[src/rtl/cnorm_bfp_if.sv]
// cnorm_bfp_if -- sample/result bundle for the block-floating-point normaliser.
//   master : drives ED, START, SHIFT, DR, DI; observes the results.
//   slave  : the normaliser itself.
// Signals:
//   ED        data enable (nothing advances while low)
//   START     sample 0 of a frame, qualified by ED
//   SHIFT     left-shift code, sampled on START only
//   DR, DI    signed input real/imag, NB+3 bits
//   DOR, DOI  signed normalised real/imag, NB+2 bits
//   RDY       START delayed one ED cycle
//   OVF       live sticky overflow of the current frame
//   OVF_FRM   overflow of the last completed frame
//   FRM_DONE  pulse aligned with the last output sample of a frame
//   HEADROOM  minimum redundant sign bits of the last completed frame
interface cnorm_bfp_if #(
  parameter int NB = 16,
  parameter int SW = 2
);
  localparam int IW = NB + 3;
  localparam int OW = NB + 2;

  logic          ED;
  logic          START;
  logic [SW-1:0] SHIFT;
  logic [IW-1:0] DR;
  logic [IW-1:0] DI;
  logic [OW-1:0] DOR;
  logic [OW-1:0] DOI;
  logic          RDY;
  logic          OVF;
  logic          OVF_FRM;
  logic          FRM_DONE;
  logic [SW-1:0] HEADROOM;

  modport master (
    output ED, START, SHIFT, DR, DI,
    input  DOR, DOI, RDY, OVF, OVF_FRM, FRM_DONE, HEADROOM
  );

  modport slave (
    input  ED, START, SHIFT, DR, DI,
    output DOR, DOI, RDY, OVF, OVF_FRM, FRM_DONE, HEADROOM
  );
endinterface

[src/rtl/cnorm_bfp.sv]
// cnorm_bfp -- block-floating-point normaliser placed after each FFT butterfly stage.
// Scales complex samples left by a per-frame shift code, drops the LSB, flags overflow
// (live sticky and per-frame) and reports the frame's minimum sign headroom so the next
// stage can pick its shift.
// Ports:
//   CLK   clock, rising edge
//   RSTN  asynchronous active-low reset
//   bus   cnorm_bfp_if.slave (ED/START/SHIFT/DR/DI in, DOR/DOI/RDY/OVF/OVF_FRM/FRM_DONE/HEADROOM out)
// Build option:
//   CNORM_SAT_EN  when defined, an overflowing component clamps to the OW-bit extreme of its
//                 input sign instead of wrapping. Overflow flags are the same in both builds.

// Per-component datapath: shift, overflow detect, optional clamp, headroom count.
module cnorm_bfp_lane #(
  parameter int NB = 16,
  parameter int SW = 2
) (
  input  logic [NB+2:0] din,
  input  logic [SW-1:0] s,
  output logic [NB+1:0] dout,
  output logic          ovf,
  output logic [SW-1:0] hr
);
  localparam int IW   = NB + 3;
  localparam int OW   = NB + 2;
  localparam int HMAX = (2 ** SW) - 1;

  logic [OW-1:0] wrap;
  logic [IW-2:0] ovf_mask;
  logic          run;

  // Shift in IW bits, then drop the LSB; bits pushed past the MSB are lost.
  assign wrap = OW'((din << s) >> 1);

  // The top s bits below the sign must all match the sign, otherwise the value
  // does not survive the shift.
  assign ovf_mask = ~({(IW-1){1'b1}} >> s);
  assign ovf      = |((din[IW-2:0] ^ {(IW-1){din[IW-1]}}) & ovf_mask);

`ifdef CNORM_SAT_EN
  assign dout = !ovf        ? wrap :
                din[IW-1]   ? {1'b1, {(OW-1){1'b0}}} :
                              {1'b0, {(OW-1){1'b1}}};
`else
  assign dout = wrap;
`endif

  // Redundant sign bits of the output, counted from just below the MSB and
  // clamped at HMAX; only the top HMAX bits ever need inspecting.
  always_comb begin
    hr  = '0;
    run = 1'b1;
    for (int j = 0; j < HMAX; j++) begin
      if (run && (dout[OW-2-j] == dout[OW-1])) hr = hr + SW'(1);
      else                                     run = 1'b0;
    end
  end
endmodule

module cnorm_bfp #(
  parameter int NB        = 16,
  parameter int SW        = 2,
  parameter int FRAME_LEN = 64
) (
  input  logic        CLK,
  input  logic        RSTN,
  cnorm_bfp_if.slave  bus
);
  localparam int IW    = NB + 3;
  localparam int OW    = NB + 2;
  localparam int CW    = $clog2(FRAME_LEN);
  localparam int NLANE = 2;  // lane 0 = real, lane 1 = imag

  localparam logic [0:0] ST_IDLE = 1'b0;
  localparam logic [0:0] ST_RUN  = 1'b1;

  // ---------------- state ----------------
  logic [0:0]                      st_q;
  logic [CW-1:0]                   cnt_q;
  logic [SW-1:0]                   shl_q;
  logic                            ovf_q;
  logic [SW-1:0]                   min_q;
  logic [NLANE-1:0][OW-1:0]        dout_q;
  logic                            rdy_q;
  logic                            done_q;
  logic                            ovf_frm_q;
  logic [SW-1:0]                   hr_q;

  // ---------------- datapath ----------------
  logic [SW-1:0]                   s_sel;
  logic [NLANE-1:0][IW-1:0]        din;
  logic [NLANE-1:0][OW-1:0]        dout_c;
  logic [NLANE-1:0]                ovf_c;
  logic [NLANE-1:0][SW-1:0]        hr_c;

  // The START sample already uses the new shift code.
  assign s_sel = bus.START ? bus.SHIFT : shl_q;
  assign din   = {bus.DI, bus.DR};

  genvar g;
  generate
    for (g = 0; g < NLANE; g++) begin : g_lane
      cnorm_bfp_lane #(.NB(NB), .SW(SW)) u_lane (
        .din  (din[g]),
        .s    (s_sel),
        .dout (dout_c[g]),
        .ovf  (ovf_c[g]),
        .hr   (hr_c[g])
      );
    end
  endgenerate

  // ---------------- frame statistics ----------------
  logic          samp_ovf;
  logic [SW-1:0] samp_min;
  logic          ovf_nxt;
  logic [SW-1:0] min_nxt;
  logic          run_smp;
  logic          last;

  assign samp_ovf = |ovf_c;
  assign samp_min = (hr_c[0] < hr_c[1]) ? hr_c[0] : hr_c[1];

  // A START always reseeds the statistics, whether it opens a frame or aborts one.
  assign ovf_nxt  = bus.START ? samp_ovf : (ovf_q | samp_ovf);
  assign min_nxt  = bus.START ? samp_min :
                    (samp_min < min_q) ? samp_min : min_q;

  // Non-START sample inside a running frame; idle samples only pass through.
  assign run_smp  = (st_q == ST_RUN) && !bus.START;
  // A START on the final count aborts instead of completing the frame.
  assign last     = run_smp && (cnt_q == CW'(FRAME_LEN - 1));

  always_ff @(posedge CLK or negedge RSTN) begin
    if (!RSTN) begin
      st_q      <= ST_IDLE;
      cnt_q     <= '0;
      shl_q     <= '0;
      ovf_q     <= 1'b0;
      min_q     <= '0;
      dout_q    <= '0;
      rdy_q     <= 1'b0;
      done_q    <= 1'b0;
      ovf_frm_q <= 1'b0;
      hr_q      <= '0;
    end else if (bus.ED) begin
      dout_q <= dout_c;
      rdy_q  <= bus.START;
      done_q <= last;
      if (bus.START) begin
        shl_q <= bus.SHIFT;
        st_q  <= ST_RUN;
        cnt_q <= CW'(1);
        ovf_q <= ovf_nxt;
        min_q <= min_nxt;
      end else if (run_smp) begin
        ovf_q <= ovf_nxt;
        min_q <= min_nxt;
        if (last) begin
          st_q      <= ST_IDLE;
          cnt_q     <= '0;
          ovf_frm_q <= ovf_nxt;
          hr_q      <= min_nxt;
        end else begin
          cnt_q <= cnt_q + CW'(1);
        end
      end
    end
  end

  // ---------------- outputs ----------------
  assign bus.DOR      = dout_q[0];
  assign bus.DOI      = dout_q[1];
  assign bus.RDY      = rdy_q;
  assign bus.OVF      = ovf_q;
  assign bus.OVF_FRM  = ovf_frm_q;
  assign bus.FRM_DONE = done_q;
  assign bus.HEADROOM = hr_q;
endmodule

[src/flat_wrapper.sv]
// flat-port wrapper written by rule: the top's interface ports become plain ports
module cnorm_bfp_flat 
#(
  parameter int NB        = 16,
  parameter int SW        = 2,
  parameter int FRAME_LEN = 64
)
  (CLK, RSTN, bus_ED, bus_START, bus_SHIFT, bus_DR, bus_DI, bus_DOR, bus_DOI, bus_RDY, bus_OVF, bus_OVF_FRM, bus_FRM_DONE, bus_HEADROOM);
  cnorm_bfp_if #(.NB(NB), .SW(SW)) bus_i ();
  input  logic CLK;
  input  logic RSTN;
  input wire logic [$bits(bus_i.ED)-1:0] bus_ED;
  input wire logic [$bits(bus_i.START)-1:0] bus_START;
  input wire logic [$bits(bus_i.SHIFT)-1:0] bus_SHIFT;
  input wire logic [$bits(bus_i.DR)-1:0] bus_DR;
  input wire logic [$bits(bus_i.DI)-1:0] bus_DI;
  output wire logic [$bits(bus_i.DOR)-1:0] bus_DOR;
  output wire logic [$bits(bus_i.DOI)-1:0] bus_DOI;
  output wire logic [$bits(bus_i.RDY)-1:0] bus_RDY;
  output wire logic [$bits(bus_i.OVF)-1:0] bus_OVF;
  output wire logic [$bits(bus_i.OVF_FRM)-1:0] bus_OVF_FRM;
  output wire logic [$bits(bus_i.FRM_DONE)-1:0] bus_FRM_DONE;
  output wire logic [$bits(bus_i.HEADROOM)-1:0] bus_HEADROOM;
  assign bus_i.ED = bus_ED;
  assign bus_i.START = bus_START;
  assign bus_i.SHIFT = bus_SHIFT;
  assign bus_i.DR = bus_DR;
  assign bus_i.DI = bus_DI;
  assign bus_DOR = bus_i.DOR;
  assign bus_DOI = bus_i.DOI;
  assign bus_RDY = bus_i.RDY;
  assign bus_OVF = bus_i.OVF;
  assign bus_OVF_FRM = bus_i.OVF_FRM;
  assign bus_FRM_DONE = bus_i.FRM_DONE;
  assign bus_HEADROOM = bus_i.HEADROOM;
  cnorm_bfp #(.NB(NB), .SW(SW), .FRAME_LEN(FRAME_LEN)) u_core (.CLK(CLK), .RSTN(RSTN), .bus(bus_i));
endmodule
[config.mk]
export PLATFORM = sky130hd
export DESIGN_NAME = cnorm_bfp_flat
export DESIGN_NICKNAME = d
export VERILOG_FILES = /design/src/rtl/cnorm_bfp_if.sv /design/src/rtl/cnorm_bfp.sv /design/src/flat_wrapper.sv
export SDC_FILE = /design/constraint.sdc
export NUM_CORES = 1
export LEC_CHECK = 0
export ABC_CLOCK_PERIOD_IN_PS = 2760
export CORE_UTILIZATION = 49
export CTS_CLUSTER_DIAMETER = 200
export CTS_CLUSTER_SIZE = 8
export DETAILED_ROUTE_END_ITERATION = 7
export GPL_TIMING_DRIVEN = 0
export HOLD_SLACK_MARGIN = 0.05
export PLACE_DENSITY = 0.8
export SLEW_MARGIN = 5
export SYNTH_ARGS = -nofsm -noshare
export SYNTH_HDL_FRONTEND = slang
export SYNTH_HIERARCHICAL = 1
export SYNTH_SLANG_ARGS = --single-unit
[constraint.sdc]
create_clock -name CLK -period 2.76 [get_ports CLK]
set_input_delay 0.276 -clock CLK [delete_from_list [all_inputs] [get_ports CLK]]
set_output_delay 0.276 -clock CLK [all_outputs]
set_load 0.005 [all_outputs]
# --- Word level (Yosys, flattened, before mapping) ---
# Index checks and enable logic that the tools add are counted.
word_totals:
  inputBits: 44
  output_inout_bits: 42
  ff_bits: 53
op_classes:
  eq_ne: 7
  order_cmp: 2
  muxes: 25
  reduce_logical: 13
  shifts: 3
  bitwise_logic: 7
  n_addsub: 5
op_table:
  columns: ["cell", "count"]
  rows:
  - ["19-bit by 2-bit << shifter with 19-bit output", 2]
  - ["18-bit bitwise AND", 2]
  - ["36-bit OR reduction", 1]
  - ["18-bit bitwise XOR", 2]
  - ["2-bit 2-to-1 mux", 10]
  - ["6-bit 2-to-1 mux", 3]
  - ["18-bit inverter", 1]
  - ["18-bit by 2-bit >> shifter with 18-bit output, first input constant", 1]
  - ["1-bit 2-to-1 mux", 12]
  - ["6-bit by 1-bit adder with 6-bit output, second input constant", 1]
  - ["1-bit equality test", 6]
  - ["6-bit equality test, second input constant", 1]
  - ["1-bit logical AND", 6]
  - ["1-bit by 1-bit adder with 2-bit output, second input constant", 2]
  - ["2-bit by 1-bit adder with 2-bit output, second input constant", 2]
  - ["2-bit < comparator", 2]
  - ["4-bit AND reduction", 1]
  - ["2-bit nonzero test", 2]
  - ["3-bit AND reduction", 1]
  - ["2-bit AND reduction", 1]
  - ["1-bit logical NOT", 1]
  - ["1-bit inverter", 1]
  - ["1-bit bitwise OR", 1]

# --- Logic depth before layout (Yosys ltp) ---
logic_depth:
  ltp_word: 15
  depth_mapped: 11
  mapped_depth_nobuf: 9

# --- Hierarchy ---
# The synthesis kept the hierarchy.
by_module_without_submodules:
  columns: ["module", "area_per_inst_um2", "instances", "cells_each"]
  rows:
  - ["cnorm_bfp", 2254.7, 1, 165]
  - ["cnorm_bfp_lane", 513.0, 2, 43]

# --- Least setup slack after synthesis ---
# Ideal clock, no wire load.
synth_timing:
  path_kind: "input -> register"
  startpoint: "in bus_START"
  endpoint: "reg u_core.hr_q[0] (netlist: u_core/bus.HEADROOM[0])"
  setup_slack_ps: -61
  path_stages: 11
  path_buffers: 2
  setup_ps: 137
  required_ps: 2623
  arrival_time_ps: 2684
  cell_sequence: "clkbuf_1 mux2_2 buf_6 mux4_2 or3_1 nand2_1 inv_1 ha_1 or2_2 a22oi_1 o31ai_1"
synth_lines:
  columns: ["element", "line", "text"]
  rows:
  - ["start, declared", "flat_wrapper.sv:13", "input wire logic [$bits(bus_i.START)-1:0] bus_START;"]
  - ["end signal, assigned", "cnorm_bfp.sv:163", "hr_q <= min_nxt;"]
  - ["end, declared", "cnorm_bfp.sv:87", "logic [SW-1:0] hr_q;"]

==> run_results.csv <==
group,metric,value,unit
floorplanning,coreArea,6420,µm²
sta,setup_viol,0,
outcome,status,"complete, but fails checks",
synthesis,syn-cell-area,3280,µm²
sta,post-route-period-util,97.6,%
power,p_per_area,545,nW/µm²
drt,drtIter0Drc,130,
critical_path,critPathKind,"in2reg",
critical_path,path_cells,"clkdlybuf4s50_1 > mux2_4 > mux4_2 > or3_4 > nand2_4 > ha_4 > ha_1 > nor2_2 > nor3_1 > o31ai_1",
grt,grt-ovfl-total,0,
drt,route.detailed.drc,7,
drt,dr_wl_met2,3.80,mm
drt,drt-vias-per-instance,5.88,
min_path,hp-class,"in2reg",
min_path,hold_depth,2,
synthesis,synth_cell_types,40,
synthesis,synth-seq-cells,53,
power,vdd.ir_drop.worst,0.000266,V
critical_path,reg2reg_depth,10,
layout,drive_gt1_share,32.9,%
grt,grt_max_degree,29,
floorplanning,die_h,83.8,µm
critical_path,worstPathRequired,2.96,ns
critical_path,critPathLaunch,"bus_SHIFT[1]",
synthesis,syn_avg_cell_area,13.1,µm²
flow_run,maxCapViolations,0,
clock_tree,cts-root-buf,"clkbuf_8",
critical_path,crit_family,"multiplexers",
sta,max_freq,0.371,GHz
critical_path,reg2reg_from,"u_core/shl_q[0]",
critical_path,ff2ff_setup_slack,0.10,ns
critical_path,arrival,2.89,ns
clock_tree,cts_buffers,5,
floorplanning,io_pins,86,
power,p_total,2.45,mW
sta,fin_worst_skew,0.00431,ns
layout,nNetsFinal,405,
outcome,violations,"design-rule violations",
floorplanning,rows,29,
floorplanning,fp.dieW,83.8,µm
place,hpwlAfterDp,5.60,mm
synthesis,synth_cells,251,
sta,slew_viol_final,0,
critical_path,critPathSlowestCell,"mux4_2",
synthesis,synth_area_leaders,"dfrtp_1 40%, mux4_2 21%, mux2_2 14%",
drt,top_layer_used,"met4",
synthesis,seq_area_frac_synth,40.4,%
drt,first_pass_iters,6,
layout,stdcell_count,433,
critical_path,crit_buf_inv,1,
clock_tree,cts_tree,"built",
grt,grt_pass1_vias,2572,
sta,min_period,2.69,ns
clock_tree,clk_path_buf_depth,2,
critical_path,end_kind,"flip-flop",
critical_path,critPathMaxFanout,7,
sta,hold_viol,0,
place,placed_cells,414,
synthesis,ys.flop_type,"dfrtp_1",
layout,fin_util,69.9,%
synthesis,synth_edf_count,0,
layout,area_delta_synth_final,36.9,%
critical_path,cp_num_cells,10,
drt,wl_met1,3.28,mm
layout,antenna_cells,0,
drt,drt_wl_total,7.51,mm
drt,route.met3.wl,313,µm
floorplanning,start_util,51.1,%
synthesis,synthArstFlopShare,100,%
clock_tree,clk_latency,0.29,ns
critical_path,endpoint,"u_core/bus.HEADROOM[0]",
grt,grt_pass1_wl,12.7,mm
grt,grt_use_total,22.6,%
place,gp_congestion,0.783,
critical_path,rr_endpoint,"u_core/bus.HEADROOM[0]",
place,io_buffers,85,
synthesis,syn_nets,300,
place,place_ws,-0.791,ns
drt,ant_nets,0,
critical_path,cp-start-kind,"primary input",
clock_tree,cts_max_level,2,
drt,wl_per_cell,17.3,µm
floorplanning,die_area,7030,µm²
synthesis,synth.top_cell.area_share,40.4,%
grt,antenna_found_initial,0,
clock_tree,clk_pin_slew,0.09,ns
synthesis,yosysTopAreaCell,"dfrtp_1",
critical_path,max_stage_delay,0.57,ns
drt,via_count,2544,
sta,tightest_slew,0.606,ns
power,p_leak,1.82,nW
clock_tree,cts.sinks,53,
synthesis,yosysWarnings,6,
sta,setup_ws,0.0658,ns
sta,relSlewSlack,59.6,%
synth_stat cells, types with 2 or more instances:
library cell / instances
a21oi_1: 7
a211oi_1: 4
nand3b_1: 3
buf_2: 10
o31ai_1: 3
mux4_2: 30
nand3_1: 4
dfrtp_1: 53
a311oi_1: 3
nor2b_1: 8
nand4_1: 2
mux2_4: 2
mux2_2: 40
mux2i_1: 5
nand2_1: 11
o41ai_1: 2
nor2_1: 9
buf_6: 2
ha_1: 5
or3_1: 3
o2bb2ai_1: 5
a21o_1: 3
o21ai_0: 8
nand2b_1: 2
buf_4: 2
clkbuf_1: 4
inv_1: 8
per-stage QoR:
step | TNS [ns] | instance area, µm² | hold slack (ns)
after floorplan | 0 | 3280 | -0.0196
after global placement | -17.82 | 4230 | 0.472
after detailed placement | -3.94 | 4240 | 0.322
after CTS | 0 | 4370 | 0.430
after global routing | -0.00599 | 4490 | 0.284
final | 0 | 4490 | 0.290
cell families after synthesis:
logic type,count (synthesis),share of synthesized area [%]
AO/OA/AOI/OAI,41,8.62
AND/OR/NAND/NOR,49,8.24
flip-flops,53,40.4
buffers and inverters,26,4.04
adder cells (fa/ha/maj),5,1.91
multiplexers,77,36.8
worst register-to-register path, delay by kind of cell (launching register included):
family | cells | cell delay (ns)
simple gates | 4 | 0.68
flops | 1 | 0.38
fa+ha+maj | 2 | 0.38
buf+inv | 1 | 0.14
mux | 2 | 0.75
compound gates | 1 | 0.24
layout make-up:
type                            count  area (µm²)
Buffer                             18         113
Clock buffer                        7        86.3
Sequential cell                    53        1330
Tap cell                           77        96.3
Fill cell                         473        1930
Timing Repair Buffer               98         962
Multi-Input combinational cell    172        1880
Inverter                            8        30.0
worst min-delay path by stage:
stage	startpoint	endpoint	slack (ns)
after floorplan	RSTN	u_core/bus.DOI[0]	-0.02
after global placement	u_core/bus.RDY	u_core/bus.RDY	0.47
after detailed placement	RSTN	u_core/bus.DOR[12]	0.32
after CTS	bus_START	u_core/cnt_q[3]	0.43
after global routing	bus_SHIFT[0]	u_core/shl_q[0]	0.28
final	bus_SHIFT[0]	u_core/shl_q[0]	0.29
registers in the layout, indices dropped and copies added (netlist names):
register             cells
u_core/bus.OVF           1
u_core/bus.RDY           1
u_core/min_q             2
u_core/shl_q             2
u_core/st_q              1
u_core/bus.FRM_DONE      1
u_core/bus.DOI          18
u_core/cnt_q             6
u_core/bus.DOR          18
u_core/bus.HEADROOM      2
u_core/bus.OVF_FRM       1
cells in the final DEF, fill, tap and decap left out, types with 7 or more instances in the layout:
| cell type | n |
|---|---|
| clkdlybuf4s50_1 | 82 |
| clkbuf_8 | 7 |
| a21oi_1 | 7 |
| mux4_2 | 30 |
| mux2_2 | 38 |
| buf_4 | 13 |
| inv_1 | 8 |
| o21ai_0 | 8 |
| buf_2 | 11 |
| dfrtp_1 | 53 |
| nand2_1 | 9 |
| nor2b_1 | 8 |
| nor2_1 | 8 |
per-layer routing:
metal,vias up,GRT usage (%)
met4,0,5.49
met1,1274,32.2
met3,8,3.76
met2,73,36.4
li1,1189,-
met5,-,0
repair_timing:
item / 4_1_cts / 5_1_grt
pin swaps: 0 / 6
setup buffers: 1 / 10
hold buffers: 1 / 0
cloned: 0 / 0
endpoints found under the hold margin: 25 / 0
endpoints found under the setup margin: 5 / 2
gates resized for setup: 8 / 9
power by group:
| part | internal (mW) | switching, mW |
|---|---|---|
| Clock | 0.200 | 0.235 |
| Combinational | 0.619 | 0.371 |
| Sequential | 0.925 | 0.0978 |
(Power assumes the default switching activity.)
